`config.mk`:
```
export PLATFORM = sky130hd
export DESIGN_NAME = uart_fifo
export DESIGN_NICKNAME = d
export VERILOG_FILES = /design/src/rtl/uart_fifo.sv
export SDC_FILE = /design/constraint.sdc
export NUM_CORES = 1
export LEC_CHECK = 0
export ABC_AREA = 1
export CORE_MARGIN = 3
export CORE_UTILIZATION = 39
export CTS_CLUSTER_DIAMETER = 200
export CTS_CLUSTER_SIZE = 30
export DETAILED_ROUTE_END_ITERATION = 8
export GPL_TIMING_DRIVEN = 0
export HOLD_SLACK_MARGIN = 0.12
export PLACE_DENSITY = 0.63
export SYNTH_ARGS = -nofsm -noshare
export SYNTH_HDL_FRONTEND = slang
export SYNTH_SLANG_ARGS = --single-unit
```
`constraint.sdc`:
```
create_clock -name clk -period 2.58 [get_ports clk]
set_input_delay 0.258 -clock clk [delete_from_list [all_inputs] [get_ports clk]]
set_output_delay 0.258 -clock clk [all_outputs]
set_load 0.02 [all_outputs]
```
`src/rtl/uart_fifo.sv`:
```
// rtl/uart_fifo.sv - buffered 8N1 UART bus slave with TX/RX FIFOs; optional loopback under UART_FIFO_LOOPBACK_EN

module uart_fifo_buf #(
    parameter int DEPTH_LOG2 = 4
) (
    input  logic                clk,
    input  logic                reset,
    input  logic                push,
    input  logic                pop,
    input  logic [7:0]          wdata,
    output logic [7:0]          rdata,
    output logic [DEPTH_LOG2:0] count,
    output logic                full,
    output logic                empty,
    output logic                dropped
);
    localparam logic [DEPTH_LOG2:0] FULL_COUNT = {1'b1, {DEPTH_LOG2{1'b0}}};

    logic [7:0]            mem [1 << DEPTH_LOG2];
    logic [DEPTH_LOG2-1:0] wr_ptr;
    logic [DEPTH_LOG2-1:0] rd_ptr;
    logic                  do_push;
    logic                  do_pop;

    assign empty   = (count == '0);
    assign full    = (count == FULL_COUNT);
    assign do_pop  = pop && !empty;
    // A full FIFO still accepts a push when a pop frees a slot in the same cycle
    assign do_push = push && (!full || do_pop);
    assign dropped = push && !do_push;
    assign rdata   = mem[rd_ptr];

    // Storage write, kept free of reset so it can map onto plain RAM
    always_ff @(posedge clk) begin
        if (do_push) mem[wr_ptr] <= wdata;
    end

    // Pointers wrap at the depth; count moves only on an unbalanced push/pop
    always_ff @(posedge clk) begin
        if (reset) begin
            wr_ptr <= '0;
            rd_ptr <= '0;
            count  <= '0;
        end else begin
            if (do_push) wr_ptr <= wr_ptr + 1'b1;
            if (do_pop)  rd_ptr <= rd_ptr + 1'b1;
            if (do_push && !do_pop)      count <= count + 1'b1;
            else if (do_pop && !do_push) count <= count - 1'b1;
        end
    end
endmodule

module uart_fifo #(
    parameter int CLK_DIV    = 217,
    parameter int DEPTH_LOG2 = 4
) (
    input  logic        clk,
    input  logic        reset,
    input  logic        rx,
    output logic        tx,
    input  logic [1:0]  addr,
    input  logic        rw,
    input  logic        uds,
    input  logic        lds,
    input  logic [15:0] data_write,
    output logic [15:0] data_read,
    output logic        rx_avail,
    output logic        tx_active
);
    localparam int            CW       = $clog2(CLK_DIV);
    localparam logic [CW-1:0] BIT_END  = CW'(CLK_DIV - 1);
    localparam logic [CW-1:0] HALF_END = CW'(CLK_DIV / 2 - 1);

    typedef enum logic [1:0] {S_IDLE, S_START, S_DATA, S_STOP} uart_state_t;

    logic                strobe_q, fire;
    logic                wr_data, rd_data, wr_status;
    logic                frame_err, tx_ovf, rx_ovf, loopback;
    logic [7:0]          tx_head, rx_head;
    logic [DEPTH_LOG2:0] tx_count, rx_count;
    logic                tx_full, tx_empty, tx_drop, rx_full, rx_empty, rx_drop;
    uart_state_t         tx_state, tx_next, rx_state, rx_next;
    logic [CW-1:0]       tx_cnt, rx_cnt;
    logic [2:0]          tx_bit, rx_bit;
    logic [7:0]          tx_shift, rx_shift;
    logic                tx_line, tx_bit_done, rx_bit_done, rx_half_done;
    logic                rx_s1, rx_s2, rx_push, rx_frame_bad;
    logic                unused_sink;

    assign unused_sink = ^{data_write[4:0], tx_count};

    // Access fires on the rising edge of the combined byte strobes
    always_ff @(posedge clk) begin
        strobe_q <= reset ? 1'b0 : (uds || lds);
    end

    assign fire      = (uds || lds) && !strobe_q;
    assign wr_data   = fire && !rw && (addr == 2'd0) && uds;
    assign rd_data   = fire && rw && (addr == 2'd0);
    assign wr_status = fire && !rw && (addr == 2'd1) && lds;

`ifdef UART_FIFO_LOOPBACK_EN
    // CTRL loopback bit
    always_ff @(posedge clk) begin
        if (reset) loopback <= 1'b0;
        else if (fire && !rw && (addr == 2'd2) && lds) loopback <= data_write[0];
    end
`else
    assign loopback = 1'b0;
`endif

    uart_fifo_buf #(.DEPTH_LOG2(DEPTH_LOG2)) u_tx_fifo (
        .clk(clk), .reset(reset), .push(wr_data), .pop(tx_state == S_IDLE),
        .wdata(data_write[15:8]), .rdata(tx_head), .count(tx_count),
        .full(tx_full), .empty(tx_empty), .dropped(tx_drop)
    );

    uart_fifo_buf #(.DEPTH_LOG2(DEPTH_LOG2)) u_rx_fifo (
        .clk(clk), .reset(reset), .push(rx_push), .pop(rd_data),
        .wdata(rx_shift), .rdata(rx_head), .count(rx_count),
        .full(rx_full), .empty(rx_empty), .dropped(rx_drop)
    );

    // Sticky error flags; a new event wins over a same-cycle clear
    always_ff @(posedge clk) begin
        if (reset) begin
            frame_err <= 1'b0;
            tx_ovf    <= 1'b0;
            rx_ovf    <= 1'b0;
        end else begin
            frame_err <= rx_frame_bad || (frame_err && !(wr_status && data_write[7]));
            tx_ovf    <= tx_drop      || (tx_ovf    && !(wr_status && data_write[6]));
            rx_ovf    <= rx_drop      || (rx_ovf    && !(wr_status && data_write[5]));
        end
    end

    assign rx_avail  = !rx_empty;
    assign tx_active = !tx_empty || (tx_state != S_IDLE);
    assign tx        = loopback ? 1'b1 : tx_line;

    // Register read mux; an empty RX FIFO reads as zero
    always_comb begin
        data_read = 16'h0000;
        case (addr)
            2'd0:    if (!rx_empty) data_read = {rx_head, 8'h00};
            2'd1:    data_read = {8'(rx_count), frame_err, tx_ovf, rx_ovf, tx_active,
                                  tx_empty, tx_full, rx_full, !rx_empty};
            2'd2:    data_read = {15'd0, loopback};
            default: data_read = 16'h0000;
        endcase
    end

    assign tx_bit_done = (tx_cnt == BIT_END);

    // TX state register
    always_ff @(posedge clk) begin
        tx_state <= reset ? S_IDLE : tx_next;
    end

    // TX next state
    always_comb begin
        tx_next = tx_state;
        case (tx_state)
            S_IDLE:  if (!tx_empty) tx_next = S_START;
            S_START: if (tx_bit_done) tx_next = S_DATA;
            S_DATA:  if (tx_bit_done && tx_bit == 3'd7) tx_next = S_STOP;
            S_STOP:  if (tx_bit_done) tx_next = S_IDLE;
            default: tx_next = S_IDLE;
        endcase
    end

    // TX line level per state
    always_comb begin
        tx_line = 1'b1;
        case (tx_state)
            S_START: tx_line = 1'b0;
            S_DATA:  tx_line = tx_shift[0];
            default: tx_line = 1'b1;
        endcase
    end

    // TX datapath: load the FIFO head while idle, shift LSB-first at each data bit end
    always_ff @(posedge clk) begin
        if (reset) begin
            tx_cnt   <= '0;
            tx_bit   <= '0;
            tx_shift <= '0;
        end else begin
            tx_cnt <= (tx_state == S_IDLE || tx_bit_done) ? '0 : tx_cnt + 1'b1;
            if (tx_state == S_IDLE) begin
                tx_shift <= tx_head;
                tx_bit   <= '0;
            end else if (tx_state == S_DATA && tx_bit_done) begin
                tx_shift <= {1'b0, tx_shift[7:1]};
                tx_bit   <= tx_bit + 1'b1;
            end
        end
    end

    // RX synchroniser; resets high so reset release never looks like a start bit
    always_ff @(posedge clk) begin
        if (reset) begin
            rx_s1 <= 1'b1;
            rx_s2 <= 1'b1;
        end else begin
            rx_s1 <= loopback ? tx_line : rx;
            rx_s2 <= rx_s1;
        end
    end

    assign rx_bit_done  = (rx_cnt == BIT_END);
    assign rx_half_done = (rx_cnt == HALF_END);

    // RX state register
    always_ff @(posedge clk) begin
        rx_state <= reset ? S_IDLE : rx_next;
    end

    // RX next state; a start bit that is high again at mid-bit is a glitch
    always_comb begin
        rx_next = rx_state;
        case (rx_state)
            S_IDLE:  if (!rx_s2) rx_next = S_START;
            S_START: if (rx_half_done) rx_next = rx_s2 ? S_IDLE : S_DATA;
            S_DATA:  if (rx_bit_done && rx_bit == 3'd7) rx_next = S_STOP;
            S_STOP:  if (rx_bit_done) rx_next = S_IDLE;
            default: rx_next = S_IDLE;
        endcase
    end

    // RX outputs at the mid-stop-bit sample
    always_comb begin
        rx_push      = 1'b0;
        rx_frame_bad = 1'b0;
        if (rx_state == S_STOP && rx_bit_done) begin
            rx_push      = rx_s2;
            rx_frame_bad = !rx_s2;
        end
    end

    // RX datapath: counter restarts at mid start bit so later samples land mid-bit
    always_ff @(posedge clk) begin
        if (reset) begin
            rx_cnt   <= '0;
            rx_bit   <= '0;
            rx_shift <= '0;
        end else begin
            if (rx_state == S_IDLE || (rx_state == S_START ? rx_half_done : rx_bit_done))
                rx_cnt <= '0;
            else
                rx_cnt <= rx_cnt + 1'b1;
            if (rx_state == S_IDLE) begin
                rx_bit <= '0;
            end else if (rx_state == S_DATA && rx_bit_done) begin
                rx_shift <= {rx_s2, rx_shift[7:1]};
                rx_bit   <= rx_bit + 1'b1;
            end
        end
    end
endmodule

```
-- Word-level counts from Yosys, hierarchy flattened
Memories as Yosys holds them, arrays and structs flattened. A register that Yosys moved wholly into a read port is not among the register bits.
Index checks and enable logic that the tools add are counted.
- bits of input ports: 24
- register bits: 74
- memory bits (writable): 256
- memories: 2
- memories (memory ; words ; width ; read ports ; clocked after Yosys merged registers in ; write ports ; line ; RTL):
    u_rx_fifo.mem ; 16 ; 8 ; 1 ; 1 ; 1 ; 19 ; logic [7:0] mem [1 << DEPTH_LOG2];
    u_tx_fifo.mem ; 16 ; 8 ; 1 ; 1 ; 1 ; 19 ;
- equal/unequal tests: 22
- reduce and logical (&&, ||, !) cells: 68
- muxes and demuxes: 31
- bitwise operators: 1
- add/sub/neg operators: 12
- operators by type and width (cell ; count):
    case mux 16 bit (2 select lines) ; 1
    logical AND 1 bit ; 29
    two-way mux 5 bit ; 4
    two-way mux 2 bit ; 9
    adder 4 x 1 -> 4 bit (second input constant) ; 4
    adder 8 x 1 -> 8 bit (second input constant) ; 2
    equality test 8 bit (second input constant) ; 2
    two-way mux 16 bit ; 1
    two-way mux 4 bit ; 4
    two-way mux 8 bit ; 2
    != test 2 bit (second input constant) ; 8
    case mux 2 bit (4 select lines) ; 2
    zero test 1 bit ; 14
    adder 5 x 1 -> 5 bit (second input constant) ; 2
    equality test 5 bit (second input constant) ; 2
    zero test 5 bit ; 2
    subtractor 5 x 1 -> 5 bit (second input constant) ; 2
    logical OR 1 bit ; 9
    equality test 2 bit (second input constant) ; 4
    equality test 8 x 7 -> 1 bit (second input constant) ; 1
    AND reduction 4 bit ; 2
    nonzero test 2 bit ; 4
    OR reduction 2 bit ; 4
    two-way mux 1 bit ; 7
    7 further kinds ; 13

-- Depth between registers and ports, before layout
- depth in word-level cells: 11
- gate-level depth with buffers: 17
- mapped depth without buffers: 17

-- Cells and area by module
Synthesis repeated with hierarchy kept, for this count alone.
- cell total of the unflattened synthesis: 1521
- area total of the unflattened synthesis: 14971.9 um^2
- by module, submodules not included (module ; instances ; cells an instance ; area each (um^2)):
    uart_fifo_buf at u_tx_fifo ; 1 ; 592 ; 6323.6
    uart_fifo_buf at u_rx_fifo ; 1 ; 591 ; 6234.7
    uart_fifo ; 1 ; 338 ; 2413.6

-- Worst setup path before layout
OpenSTA, ideal clock, no wires.
- path kind: reg2reg
- start point: register tx_state[0]
- end point: register u_tx_fifo.count[4]
- library setup time: 0.070 ns
- arrival: 2.305 ns
- clock period less this slack: 2.375 ns
- path slack: 0.205 ns
- cell stages (with the launch flop): 17
- buffers on the path: 1
- path through: dfxtp_1 -> inv_1 -> ha_1 -> clkbuf_1 -> inv_1 -> nand2_1 -> nand2_1 -> inv_2 -> ha_1 -> inv_1 -> ha_1 -> inv_1 -> o21ai_0 -> a21oi_1 -> xor2_1 -> nand2_1 -> a21oi_1
- cells in the longest elaborated chain, start to end: 7
- elaborated cells between the ends (all ways): 10
- those cells by class: mux (1); reduce/logical (9)
- RTL lines (element ; line ; RTL):
    start, declared ; 82 ; uart_state_t tx_state, tx_next, rx_state, rx_next;
    start signal, assigned ; 157 ; tx_state <= reset ? S_IDLE : tx_next;
    zero test 2 bit * ; 113 ; .clk(clk), .reset(reset), .push(wr_data), .pop(tx_state == S_IDLE),
    logical AND 1 bit * ; 27 ; assign do_pop = pop && !empty;
    logical OR 1 bit * ; 29 ; assign do_push = push && (!full || do_pop);
    logical AND 1 bit * ; 29 ;
    net u_tx_fifo.do_push ; 22 ; logic do_push;
    zero test 1 bit ; 48 ; else if (do_pop && !do_push) count <= count - 1'b1;
    logical AND 1 bit ; 48 ;
    nonzero test 2 bit (no source line) ; n/a ;
    end signal, assigned ; 47 ; if (do_push && !do_pop) count <= count + 1'b1;
    end signal, assigned ; 48 ;
    end, declared ; 12 ; output logic [DEPTH_LOG2:0] count,
The timed path passes the listed nets; every way through them passes the cells marked *.
A chain may end at the register's enable or synchronous reset.

-- Worst setup path after layout
- start point: register rx_cnt[1]
- end point: register u_rx_fifo.count[4]
- cells in the longest elaborated chain, start to end: 7
- elaborated cells between the ends (all ways): 9
- those cells by class: eq/ne (1); mux (2); reduce/logical (6)
- RTL lines (element ; line ; RTL):
    start, declared ; 83 ; logic [CW-1:0] tx_cnt, rx_cnt;
    start signal, assigned ; 251 ; rx_cnt <= rx_cnt + 1'b1;
    equality test 8 bit * ; 211 ; assign rx_bit_done = (rx_cnt == BIT_END);
    logical AND 1 bit * ; 235 ; if (rx_state == S_STOP && rx_bit_done) begin
    two-way mux 1 bit * ; 235 ;
    logical AND 1 bit * ; 29 ;
    net u_rx_fifo.do_push ; 22 ;
    zero test 1 bit ; 48 ;
    logical AND 1 bit ; 48 ;
    nonzero test 2 bit (no source line) ; n/a ;
    end signal, assigned ; 47 ;
    end signal, assigned ; 48 ;
    end, declared ; 12 ;
Marked as above.

==> run_results.csv <==
group,metric,value,unit
place,gp_congestion,0.881,
synth,ys_ff_latch,338,
power_and_ir_drop,seqPwrFrac,0.542,
routing,ant_nets,0,
synth,ys_seq_area_frac,0.636,
run,cap_violations,0,
cts,cts_hold_buf,0,
floorplanning,rows,70,
synth,yosysMostFrequentCell,"nand2_1",
cells_and_area,multi_input_area,0.00456,mm2
floorplanning,core-area,0.0369,mm2
synth,synth_area,0.0147,mm2
timing,min_period,2500,ps
synth,async_reset_ff_frac,0,
power_and_ir_drop,ir_drop,0.000686,V
floorplanning,die_area,0.0400,mm2
place,placed_area,0.0157,mm2
setup_path,reg2reg_to,"u_rx_fifo.count[4]",
synth,yosys_warnings,0,
cells_and_area,seq_area,0.00933,mm2
cells_and_area,antenna_cells,0,
place,port_buffers,37,
power_and_ir_drop,p_sw_frac,0.301,
hold_path,whs_path_depth,2,
place,hpwlAfterDp,24.5,mm
routing,drt-total-wl,35.9,mm
synth,synth.top_cell.area_share,0.524,
synth,synthTopCellsByArea,"edfxtp_1 (52%), dfxtp_1 (11%), nand2_1 (7.5%), nand3_1 (5.4%), inv_1 (4.8%)",
setup_path,crit_path_end_kind,"flop",
timing,max_slew.worst_pin.slew,959,ps
cts,clock_latency,510,ps
timing,tns,0,ps
synth,syn-num-nets,1538,
timing,setup_viol,0,
grt,grt_max_degree,32,
grt,antenna_found_initial,0,
timing,skew,32.3,ps
cts,cts_tree,"yes",
floorplanning,io_pins,43,
grt,gr-usage-all-layers,0.178,
grt,grt_pass1_wl,55.2,mm
timing,fmax,400,MHz
power_and_ir_drop,p_leak,6.56,nW
synth,synth_edf_count,256,
cells_and_area,fillCellCount,3522,
power_and_ir_drop,power_density,677,mW/mm2
cts,cts.sinks,338,
routing,detail_route.wl_per_cell,17.5,um
setup_path,crit_fanout,6,
grt,grt-ovfl-total,0,
hold_path,hold_path_end,"rx_s1",
setup_path,cp.required,3040,ps
setup_path,r2r_cells,17,
cells_and_area,drive_above_1_share,0.0909,
hold_path,min_from,"rx",
cells_and_area,area_growth,12.4,%
synth,ys.flop_type,"edfxtp_1",
cts,clock-root-buffer,"clkbuf_16",
power_and_ir_drop,pwr-share-clk,0.251,
setup_path,reg2reg_setup_slack,80,ps
cells_and_area,fin_nets,1601,
timing,report.final.hold_viol_count,0,
setup_path,worstSetupPathType,"reg2reg",
timing,grt_setup_unrepaired,"yes",
routing,route.detailed.drc,0,
timing,post-route-period-util,0.968,
power_and_ir_drop,p_comb_frac,0.208,
timing,slew_headroom,0.358,
synth,yosysTopAreaCell,"edfxtp_1",
cts,htreeDepth,1,
power_and_ir_drop,switchingPower,0.00336,W
routing,vias,10249,
cts,clock_path_buffers,3,
power_and_ir_drop,internal-power,0.00782,W
floorplanning,die_w,200,um
synth,synthTopCellsByCount,"nand2_1 (292), edfxtp_1 (256), inv_1 (187)",
routing,first_pass_iters,5,
grt,grt_pass1_vias,9870,
timing,maxSlewViolCount,0,
synth,synth_cell_types,38,
routing,avgViaCountPerCell,4.98,
hold_path,holdCritPathClass,"in2reg",
routing,drtIter0Drc,942,
cells_and_area,final_area,0.0165,mm2
synth,syn_inst,1481,
cts,clk_pin_slew_worst_paths,110,ps
setup_path,crit_arrival,2960,ps
setup_path,r2r_start,"rx_cnt[1]",
setup_path,startpoint_type,"flop",
cts,cts_buffers,15,
outcome,outcome,"completed",
floorplanning,start_util,0.398,
synth,synth.avg_cell_area,9.91,um2
floorplanning,die-height,200,um
-- power by group through the flow --
stage                     sequential, W  combinational (W)  clock [W]
after global routing            0.00607            0.00263    0.00304
after detailed placement        0.00617            0.00226          0
after CTS                       0.00605            0.00228    0.00287
after global placement          0.00617            0.00223          0
after floorplan                 0.00614            0.00148          0
final                           0.00606            0.00232    0.00280
-- worst max-delay path: stages (launching register included) --
cell	delay, ps
dfxtp_1	340
inv_1	60
ha_2	170
and3_4	200
nand2_4	60
nor3_4	180
nand2_2	120
clkinv_4	100
ha_4	150
inv_6	60
fa_2	400
nand3_2	70
nand2_2	70
a21oi_2	170
o21ai_2	80
nand2_1	60
nand2_1	50
nor2_1	100
-- layout by cell type (no fill, tap or decap), drive strengths merged --
master and instances:
a21oi 65, and2 2, and3 2, buf 45
clkbuf 56, clkdlybuf4s15 1, clkdlybuf4s50 27, clkinv 3
dfxtp 82, dlygate4sd2 1, dlymetal6s2s 1, edfxtp 256
fa 2, ha 31, inv 189, nand2 298
nand3 160, nand3b 1, nand4 9, nor2 168
nor3 10, nor3b 2, nor4 1, o211ai 17
o21ai 95, o22ai 5, or2 3, or3 1
xnor2 4, xor2 15
-- flip-flops by register name (all words and copies together) (netlist names), 2 cells and up, named ones only --
register / flops
rx_bit: 3
rx_cnt: 8
rx_shift: 8
tx_bit: 3
tx_cnt: 8
tx_shift: 8
tx_state: 2
u_rx_fifo.count: 5
u_rx_fifo.mem: 128
u_rx_fifo.rd_ptr: 4
u_rx_fifo.wr_ptr: 4
u_tx_fifo.count: 5
u_tx_fifo.mem: 128
u_tx_fifo.rd_ptr: 4
u_tx_fifo.wr_ptr: 4
-- final cells by class --
| type | count | share of cell area |
|---|---|---|
| multi-input cells | 891 | 0.276 |
| clock inverters | 1 | 0.00182 |
| repair buffers | 50 | 0.0281 |
| well taps | 504 | 0.0382 |
| inverters | 191 | 0.0443 |
| plain buffers | 57 | 0.0206 |
| flip-flops and latches | 338 | 0.566 |
| clock buffers | 24 | 0.0248 |
-- per-layer routing --
layer | GRT usage | routed length, um | share of wire | up-vias
met3 | 0.0170 | 1610 | 0.045 | 52
met1 | 0.240 | 15700 | 0.44 | 4920
met5 | 0 | 0 | 0 | -
li1 | - | - | - | 5036
met4 | 0.0507 | 954 | 0.027 | 0
met2 | 0.309 | 17700 | 0.49 | 241
-- what timing repair did --
item | CTS | global route
endpoints found under the setup margin | 120 | 96
endpoints found under the hold margin | 0 | 0
setup buffers | 4 | 9
pin swaps | 8 | 17
resized for setup | 73 | 63
-- worst max-delay path by stage --
| stage | start | endpoint |
|---|---|---|
| finish | rx_cnt[1] | u_rx_fifo.count[4] |
| global route | rx_cnt[3] | u_rx_fifo.count[4] |
| CTS | flop | data_read[10] |
| detailed placement | uds | u_tx_fifo.count[4] |
| global placement | uds | u_tx_fifo.count[4] |
| floorplan | tx_state[0] | u_tx_fifo.count[4] |
-- kinds of logic after synthesis --
kind of cell | after synthesis | synth area share
fa+ha+maj | 33 | 0.0292
buf+inv | 252 | 0.0676
simple gates | 657 | 0.190
xor+xnor | 19 | 0.0113
flops | 338 | 0.636
compound gates | 182 | 0.0659
-- metrics by stage --
stage / std cells / setup WS [ps] / utilization / hold slack, ps / total power [W]
2_1_floorplan: 1481 / 205 / - / 357 / 0.00762
4_1_cts: 2047 / -48.3 / 0.441 / 301 / 0.0112
3_3_place_gp: 2022 / -721 / 0.425 / 404 / 0.00839
5_1_grt: 2056 / -88.2 / 0.447 / 331 / 0.0117
6_report: 2056 / 82.3 / 0.447 / 310 / 0.0112
3_5_place_dp: 2022 / -804 / 0.425 / 396 / 0.00843
No activity file was read; power rests on OpenSTA's default activity.
